==> src/rtl/front_scan_seq.sv <==
// Front sprite scan sequencer: walks fn sprite slots of NPHASE pixel ticks each, then drains
// the pipeline for one more slot, issuing latch/load strobes and arbitrating RAM access with the CPU.
module front_scan_seq #(
    parameter int NPHASE = 8
) (
    input  logic       clk,
    input  logic       rst,
    input  logic       ce,
    input  logic       line_start,
    input  logic [5:0] fn,
    input  logic       cpu_req,
    output logic       cpu_ack,
    output logic       v_c,
    output logic [4:0] fh,
    output logic       h3,
    output logic       vlk,
    output logic       f1ck,
    output logic       lc,
    output logic       ld_n,
    output logic       busy,
    output logic       line_done,
    output logic [1:0] state_dbg
);

    localparam logic [2:0] LAST_PHASE = 3'(NPHASE - 1);

    typedef enum logic [1:0] {
        S_IDLE  = 2'd0,
        S_SCAN  = 2'd1,
        S_DRAIN = 2'd2
    } state_t;

    state_t     state_q, state_d;
    logic [2:0] phase_q, phase_d;
    logic [5:0] idx_q, idx_d;
    logic [5:0] fn_q, fn_d;
    logic       vlk_q, vlk_d;
    logic       f1ck_q, f1ck_d;
    logic       lc_q, lc_d;
    logic       ld_n_q, ld_n_d;
    logic       done_q, done_d;
    logic       v_c_q, v_c_d;
    logic       ack_q, ack_d;
    logic       busy_d;
    logic       win_d;

    always_comb begin
        state_d = state_q;
        phase_d = phase_q;
        idx_d   = idx_q;
        fn_d    = fn_q;
        vlk_d   = 1'b0;
        f1ck_d  = 1'b0;
        lc_d    = 1'b0;
        ld_n_d  = 1'b1;
        done_d  = 1'b0;
        busy_d  = 1'b0;
        win_d   = 1'b0;
        v_c_d   = 1'b0;
        ack_d   = 1'b0;

        // line_start wins over everything, including an in-flight line (abort, no done pulse).
        if (line_start) begin
            phase_d = 3'd0;
            idx_d   = 6'd0;
            if (fn == 6'd0) begin
                state_d = S_IDLE;
                done_d  = 1'b1;
            end else begin
                state_d = S_SCAN;
                fn_d    = fn;
            end
        end else if (ce) begin
            case (state_q)
                S_SCAN: begin
                    phase_d = phase_q + 3'd1;
                    vlk_d   = (phase_q == 3'd1);
                    f1ck_d  = (phase_q == 3'd3);
                    if (phase_q == LAST_PHASE) begin
                        lc_d   = 1'b1;
                        ld_n_d = 1'b0;
                        if (idx_q == fn_q - 6'd1) begin
                            state_d = S_DRAIN;
                            phase_d = 3'd0;
                        end else begin
                            idx_d = idx_q + 6'd1;
                        end
                    end
                end
                S_DRAIN: begin
                    // One extra slot time lets the last slot flush; no vlk, index frozen.
                    phase_d = phase_q + 3'd1;
                    f1ck_d  = (phase_q == 3'd3);
                    if (phase_q == LAST_PHASE) begin
                        lc_d    = 1'b1;
                        ld_n_d  = 1'b0;
                        state_d = S_IDLE;
                        idx_d   = 6'd0;
                        done_d  = 1'b1;
                    end
                end
                default: ;
            endcase
        end

        // Video owns the RAM while busy except during phases 4-5 of each slot.
        busy_d = (state_d != S_IDLE);
        win_d  = busy_d && ((phase_d == 3'd4) || (phase_d == 3'd5));
        v_c_d  = busy_d ? win_d : cpu_req;
        ack_d  = cpu_req && (busy_d ? win_d : 1'b1);
    end

    always_ff @(posedge clk) begin
        if (rst) begin
            state_q <= S_IDLE;
            phase_q <= 3'd0;
            idx_q   <= 6'd0;
            fn_q    <= 6'd0;
            vlk_q   <= 1'b0;
            f1ck_q  <= 1'b0;
            lc_q    <= 1'b0;
            ld_n_q  <= 1'b1;
            done_q  <= 1'b0;
            v_c_q   <= 1'b0;
            ack_q   <= 1'b0;
        end else begin
            state_q <= state_d;
            phase_q <= phase_d;
            idx_q   <= idx_d;
            fn_q    <= fn_d;
            vlk_q   <= vlk_d;
            f1ck_q  <= f1ck_d;
            lc_q    <= lc_d;
            ld_n_q  <= ld_n_d;
            done_q  <= done_d;
            v_c_q   <= v_c_d;
            ack_q   <= ack_d;
        end
    end

    assign {fh, h3}  = idx_q;
    assign vlk       = vlk_q;
    assign f1ck      = f1ck_q;
    assign lc        = lc_q;
    assign ld_n      = ld_n_q;
    assign line_done = done_q;
    assign v_c       = v_c_q;
    assign cpu_ack   = ack_q;
    assign busy      = (state_q != S_IDLE);
    assign state_dbg = state_q;

endmodule
==> config.mk <==
export PLATFORM = sky130hd
export DESIGN_NAME = front_scan_seq
export DESIGN_NICKNAME = d
export VERILOG_FILES = /design/src/rtl/front_scan_seq.sv
export SDC_FILE = /design/constraint.sdc
export NUM_CORES = 1
export LEC_CHECK = 0
export CORE_ASPECT_RATIO = 0.75
export CORE_MARGIN = 4
export CORE_UTILIZATION = 54
export DETAILED_ROUTE_END_ITERATION = 10
export HOLD_SLACK_MARGIN = 0.08
export PLACE_DENSITY = 0.83
export SLEW_MARGIN = 5
export SYNTH_ARGS = -nofsm -noshare
export SYNTH_HDL_FRONTEND = slang
export SYNTH_SLANG_ARGS = --single-unit
==> constraint.sdc <==
create_clock -name clk -period 5 [get_ports clk]
set_input_delay 0.75 -clock clk [delete_from_list [all_inputs] [get_ports clk]]
set_output_delay 0.75 -clock clk [all_outputs]
set_load 0.1 [all_outputs]
-- Word level (Yosys, flattened, before mapping)
Index checks and enable logic that the tools add are counted.
- input bits: 11
- output and inout port bits: 16
- word-level logic and storage cells: 66
- flip-flop bits (word level): 24
- reduce and logical (&&, ||, !) cells: 13
- add/sub/neg operators: 3
- bitwise logic cells: 4
- multiplexer cells: 24
- eq/ne operators: 11
- operator list (cell ; number):
    6-bit two-way mux ; 3
    3-bit two-way mux ; 4
    6-bit case mux with 2 select lines ; 1
    2-bit two-way mux ; 5
    3-bit equality test (second input constant) ; 3
    1-bit two-way mux ; 9
    4-bit OR reduction ; 2
    6-bit by 1-bit adder with 6-bit output (second input constant) ; 1
    6-bit equality test ; 1
    6-bit logical NOT ; 1
    2-bit inequality test (second input constant) ; 3
    3-bit case mux with 2 select lines ; 1
    2-bit nonzero test ; 3
    6-bit by 1-bit subtractor with 6-bit output (second input constant) ; 1
    5-bit AND reduction ; 1
    1-bit NOT ; 4
    2-bit case mux with 2 select lines ; 1
    2-bit OR reduction ; 2
    3-bit by 1-bit adder with 3-bit output (second input constant) ; 1
    3-bit by 1-bit equality test with 1-bit output (second input constant) ; 1
    3-bit by 2-bit equality test with 1-bit output (second input constant) ; 1
    2-bit by 1-bit equality test with 1-bit output (second input constant) ; 1
    2-bit equality test (second input constant) ; 1
    1-bit logical AND ; 2
    2 further kinds ; 2

-- Depth between registers and ports, before layout
Gate-level depths: netlist (run 1).
- depth after elaboration: 12
- mapped depth: 8
- gate-level depth less buffers: 8

-- Worst setup path before layout (run 1)
OpenSTA, ideal clock, no wires.
- kind: register to output
- start point: register state_q[1], in the netlist state_dbg[1]
- end point: output busy
- data required time: 4.250 ns
- path buffers: 0
- data arrival time: 2.039 ns
- slack: 2.211 ns
- stages on the path, launching flop included: 4
- path through: dfxtp_1 inv_1 ha_1 inv_1
- cells in the longest elaborated chain, start to end: 1
- ends and longest elaborated chain (item ; RTL line ; source):
    start: declaration ; 33 ; state_t state_q, state_d;
    start signal: assignment ; 127 ; state_q <= state_d;
    2-bit nonzero test ; 149 ; assign busy = (state_q != S_IDLE);
    end: declaration ; 20 ; output logic busy,
Every way passes these cells.

-- Worst setup path in the final report (run 1)
Ends and elaborated chain as after synthesis.

==> flow_metrics.tcl, run 1 <==
set metrics [dict create \
    ys_seq_area_frac 0.355 \
    fillers 192 \
    register_area_um2 480 \
    vdd_ir_drop_max_mv 0.191 \
    syn_area_um2 1350 \
    setup_viol 0 \
    max_freq_ghz 0.329 \
    status "finished clean" \
    cp-end-kind "primary output" \
    path_clk_slew_ns 0.13 \
    first_iter_violations 68 \
    cp.arrival_ns 2.29 \
    viasPerCell 5.65 \
    cp-start-kind "register" \
    track_usage 0.203 \
    finalSetupTns_ns 0 \
    boundaryPins 27 \
    initial_core_util 0.577 \
    tightest_slew_ns 1.01 \
    die-height_um 51.4 \
    rsz0062_at_grt "false" \
    crit_type "register to primary output" \
    powerDensity_nw_per_um2 222 \
    drive_gt1_frac 0.0725 \
    avgRoutedWirePerCell_um 13.8 \
    slew_headroom 0.323 \
    grt_max_degree 16 \
    place_congestion 0.869 \
    cts_hold_buf 0 \
    grt_pass1_wl_mm 5.31 \
    min_path_type "register to register" \
    yosysUniqueCellTypes 40 \
    vias 1282 \
    tritoncts "yes" \
    grt_antenna_before_repair 0 \
    wirelength_mm 3.12 \
    multi_input_area_um2 802 \
    avgSynthCellArea_um2 8.16 \
    numCtsBuffers 3 \
    grt_pass1_vias 1228 \
    crit_required_ns 4.25 \
    fin_crit_ns 3.04 \
    ys_ff_latch 24 \
    antenna_left 0 \
    synthesis.nets 186 \
    clockBufferDepth 2 \
    whs_ns 0.508 \
    post_cts_resized 0 \
    finClkSkew_ns 0.00351 \
    period_share 0.608 \
    drcViolationCount 0 \
    nNetsFinal 214 \
    die_area_um2 3380 \
    maxCapViolCount 0 \
    ys_warn_count 0 \
    drtPass1Iterations 4 \
    post_cts_buffers 0 \
    clock-root-buffer "clkbuf_4" \
    syn_inst 166 \
    syn_to_final_growth_pct 24.2 \
    final_max_slew_viol_count 0 \
    detailed_place_hpwl_mm 2.41 \
    overflow 0 \
    core_area_um2 2350 \
    numClockSinks 24 \
    num_antenna_cells 0 \
    port_buffers 26 \
    htree_levels 1 \
    die_w_um 65.8 \
    rows 15 \
    worstSkewPairLatency_ns 0.32 \
    worstPathMaxFanout 7 \
    p_leak_nw 0.633 \
    finalHoldViolCount 0 \
]
==> registers in the layout, indices dropped and copies added (netlist names) <==
signal and flops:
lc 1, v_c 1, f1ck 1, cpu_ack 1, phase_q 3, state_dbg 2, fn_q 6, line_done 1
ld_n 1, vlk 1, idx_q 6
==> synth_stat cells, drive strengths merged <==
| library cell | n | area (µm²) |
|---|---|---|
| or2 | 1 | 6.26 |
| nand2b | 1 | 6.26 |
| a22oi | 3 | 22.5 |
| nor3b | 1 | 7.51 |
| a32o | 1 | 10.0 |
| and3b | 1 | 8.76 |
| a21oi | 14 | 73.8 |
| or3 | 1 | 6.26 |
| a21o | 3 | 22.5 |
| o22ai | 2 | 12.5 |
| and3 | 2 | 12.5 |
| o31ai | 3 | 27.5 |
| a31o | 1 | 8.76 |
| xnor2 | 6 | 52.6 |
| and2 | 1 | 6.26 |
| nand3 | 8 | 40.0 |
| o21ai | 5 | 25.0 |
| o211ai | 2 | 20.0 |
| ha | 9 | 113 |
| xor2 | 3 | 26.3 |
| nor2b | 2 | 12.5 |
| o21a | 1 | 7.51 |
| nor2 | 15 | 56.3 |
| nand2 | 18 | 70.1 |
| inv | 16 | 60.1 |
| or4 | 2 | 22.5 |
| clkbuf | 3 | 11.3 |
| nand4 | 1 | 6.26 |
| a31oi | 3 | 18.8 |
| o41ai | 1 | 16.3 |
| dfxtp | 24 | 480 |
| a211oi | 3 | 22.5 |
| nor4 | 4 | 31.3 |
| o211a | 1 | 10.0 |
| nor3 | 4 | 20.0 |
==> routing by layer <==
metal  GRT usage  share of wire  vias up
met3      0.0593          0.065        2
met1       0.250           0.46      603
met5           0              0        -
met4      0.0483         0.0026        0
met2       0.346           0.47       34
li1            -              -      643
==> kinds of logic after synthesis <==
kind of cell | synth area share
AO/OA/AOI/OAI | 0.220
flip-flops | 0.355
AND/OR/NAND/NOR | 0.231
XOR/XNOR | 0.0582
adder cells (fa/ha/maj) | 0.0832
buffers and inverters | 0.0527
==> final cells by class <==
type	count	share of cell area
timing repair buffer	26	0.155
clock buffer	4	0.0216
tap	34	0.0253
inverter	16	0.0357
sequential	24	0.286
multi-input combinational	123	0.477
==> worst paths after layout <==
| path | startpoint | to | slack [ns] | depth (start not counted) |
|---|---|---|---|---|
| worst max-delay path | state_dbg[1] | busy | 1.96 | 4 |
| worst min register to register | phase_q[2] | vlk | 0.51 | 1 |
| worst max register to register | fn_q[0] | v_c | 2.43 | 8 |
| worst min-delay path | phase_q[2] | vlk | 0.51 | 1 |
==> power breakdown <==
part           switching (mW)  internal (mW)  total (mW)
Sequential            0.00422          0.195       0.200
Combinational          0.0441         0.0251      0.0693
Clock                  0.0591         0.0445       0.104
==> critical path: stages (launching register included) <==
cell and delay (ns):
dfxtp_1 0.47, inv_1 0.13, ha_1 0.19, inv_1 0.05, clkdlybuf4s50_1 1.12
==> through the flow <==
stage	util	instance area (µm²)	cells	setup WS [ns]	total power, mW
2_1_floorplan	-	1350	166	2.21	0.251
3_3_place_gp	0.701	1650	223	2.41	0.270
3_5_place_dp	0.701	1650	223	2.35	0.272
4_1_cts	0.717	1680	227	1.95	0.376
5_1_grt	0.717	1680	227	1.91	0.391
6_report	0.717	1680	227	1.96	0.372
==> placed cells by master (no fill, tap or decap), types with 2 or more instances in the layout <==
cell / netlist / routed
a21oi_1: 13 / 13
ha_1: 9 / 9
clkdlybuf4s50_1: 0 / 26
a211oi_1: 3 / 3
and3_1: 2 / 2
o31ai_1: 2 / 2
nor2_1: 15 / 15
nand2_1: 17 / 17
dfxtp_1: 24 / 24
nor2b_1: 2 / 2
nor3_1: 4 / 4
o21ai_0: 5 / 5
inv_1: 16 / 16
clkbuf_4: 0 / 3
xor2_1: 3 / 3
a31oi_1: 3 / 3
a22oi_1: 3 / 3
or4_4: 2 / 2
nand3_1: 8 / 8
o22ai_1: 2 / 2
a21o_1: 3 / 3
xnor2_1: 6 / 6
nor4_1: 3 / 3
Note: power is estimated with default switching activity, not from simulation.
==> run 2: changes to the inputs <==
--- a/config.mk
+++ b/config.mk
@@ -7,10 +7,10 @@
 export LEC_CHECK = 0
 export CORE_ASPECT_RATIO = 0.75
 export CORE_MARGIN = 4
-export CORE_UTILIZATION = 54
+export CORE_UTILIZATION = 50
 export DETAILED_ROUTE_END_ITERATION = 10
 export HOLD_SLACK_MARGIN = 0.08
-export PLACE_DENSITY = 0.83
+export PLACE_DENSITY = 0.78
 export SLEW_MARGIN = 5
 export SYNTH_ARGS = -nofsm -noshare
 export SYNTH_HDL_FRONTEND = slang
==> constraint.sdc (replaced) <==
create_clock -name clk -period 3 [get_ports clk]
set_input_delay 0.45 -clock clk [delete_from_list [all_inputs] [get_ports clk]]
set_output_delay 0.45 -clock clk [all_outputs]
set_load 0.1 [all_outputs]
==> run 2 against run 1 <==
- clock skew grew 0.0014 ns
- cell area shrank 2.2%
- first-iteration DRC count grew 16%
- clock-buffer cell count is the same
- wire length grew 2.7%
- clock power grew 65%
- non-clock buffer count is the same
- die area grew 6.9%
- largest power group unchanged
==> flow_metrics.tcl, run 2 (synthesized netlist as in run 1, its figures left out) <==
set metrics [dict create \
    status "finished clean" \
    path_clk_slew_ns 0.13 \
    max_freq_ghz 0.399 \
    die-height_um 53.1 \
    worst_slack_ns 0.497 \
    setup_viol 0 \
    cp.arrival_ns 2.71 \
    cp-start-kind "register" \
    viasPerCell 5.63 \
    drtPass1Iterations 4 \
    clock-root-buffer "clkbuf_4" \
    crit_required_ns 3.20 \
    finalHoldViolCount 0 \
    p_leak_nw 0.662 \
    finalSetupTns_ns 0 \
    clockBufferDepth 2 \
    power_uw 621 \
    initial_core_util 0.520 \
    grt_pass1_wl_mm 5.26 \
    tightest_slew_ns 0.567 \
    finClkSkew_ns 0.00486 \
    detailed_place_hpwl_mm 2.49 \
    slew_headroom 0.620 \
    vdd_ir_drop_max_mv 0.256 \
    maxCapViolCount 0 \
    final_common_cell "dfxtp_1" \
    overflow 0 \
    boundaryPins 27 \
    port_buffers 26 \
    track_usage 0.194 \
    place_congestion 0.871 \
    cp-end-kind "register" \
    fin_crit_ns 2.50 \
    crit_type "register to register" \
    utilization 0.632 \
    worstSkewPairLatency_ns 0.32 \
    htree_levels 1 \
    pre_cts_slack_ns 0.548 \
    grt_antenna_before_repair 0 \
    wirelength_mm 3.21 \
    period_share 0.834 \
    grt_max_degree 16 \
    final_max_slew_viol_count 0 \
    post_cts_buffers 0 \
    grt_pass1_vias 1183 \
    numClockSinks 24 \
    rsz0062_at_grt "false" \
    final_cell_mix "dfxtp_1, nand2_1, inv_1, buf_4, nor2_1" \
    core_area_um2 2600 \
    drcViolationCount 0 \
    num_antenna_cells 0 \
    worstPathMaxFanout 6 \
    powerDensity_nw_per_um2 377 \
    drive_gt1_frac 0.155 \
    numCtsBuffers 3 \
    die_area_um2 3610 \
    die_w_um 68.1 \
    fillers 222 \
    antenna_left 0 \
    vias 1289 \
    first_iter_violations 79 \
    syn_to_final_growth_pct 21.4 \
    min_path_type "register to register" \
    cts_hold_buf 0 \
    rows 16 \
    nNetsFinal 214 \
    post_cts_resized 0 \
    tritoncts "yes" \
    avgRoutedWirePerCell_um 14.0 \
    top_regs "fn_q: 6 flops, idx_q: 6 flops, phase_q: 3 flops" \
]
run 2: changes by cell type in the layout (fill, tap and decap cells not counted), sizes merged:
cell           change
buf               +16
clkdlybuf4s50     -16
run 2: layout make-up:
class                           count  area (µm²)  area share
Clock buffer                        4        36.3      0.0221
Inverter                           16        60.1      0.0365
Multi-Input combinational cell    123         802       0.488
Sequential cell                    24         480       0.292
Tap cell                           36        45.0      0.0274
Timing Repair Buffer               26         220       0.134
run 2: routing by layer:
layer,part of all wire,global-route usage,up-vias
met2,0.46,0.309,46
met1,0.46,0.255,590
met5,0,0,-
met4,0.011,0.0495,0
li1,-,-,647
met3,0.073,0.0573,6
run 2: through the flow:
stage | std cells | area [µm²] | hold WS [ns]
3_3_place_gp | 225 | 1610 | 0.473
2_1_floorplan | 166 | 1350 | 0.447
3_5_place_dp | 225 | 1610 | 0.484
4_1_cts | 229 | 1640 | 0.503
6_report | 229 | 1640 | 0.505
5_1_grt | 229 | 1640 | 0.530
run 2: worst paths after layout:
| check | to | slack (ns) | from | depth (start not counted) |
|---|---|---|---|---|
| worst max-delay path | v_c | 0.50 | fn_q[0] | 8 |
| worst min-delay path | fn_q[1] | 0.51 | fn_q[1] | 2 |
| worst max register to register | v_c | 0.50 | fn_q[0] | 8 |
| worst min register to register | fn_q[1] | 0.51 | fn_q[1] | 2 |
run 2: power by group:
part,internal [mW],leakage (nW),switching [mW]
sequential,0.326,0.195,0.00718
clock,0.0742,0.0210,0.0976
combinational,0.0408,0.446,0.0752
run 2: worst max-delay path: stages, from the launching register on:
cell     delay, ns
dfxtp_1       0.43
inv_1         0.06
ha_1          0.23
nor2b_1       0.13
or3_1         0.36
a31oi_1       0.50
a21oi_1       0.19
o31ai_1       0.34
o22ai_1       0.15
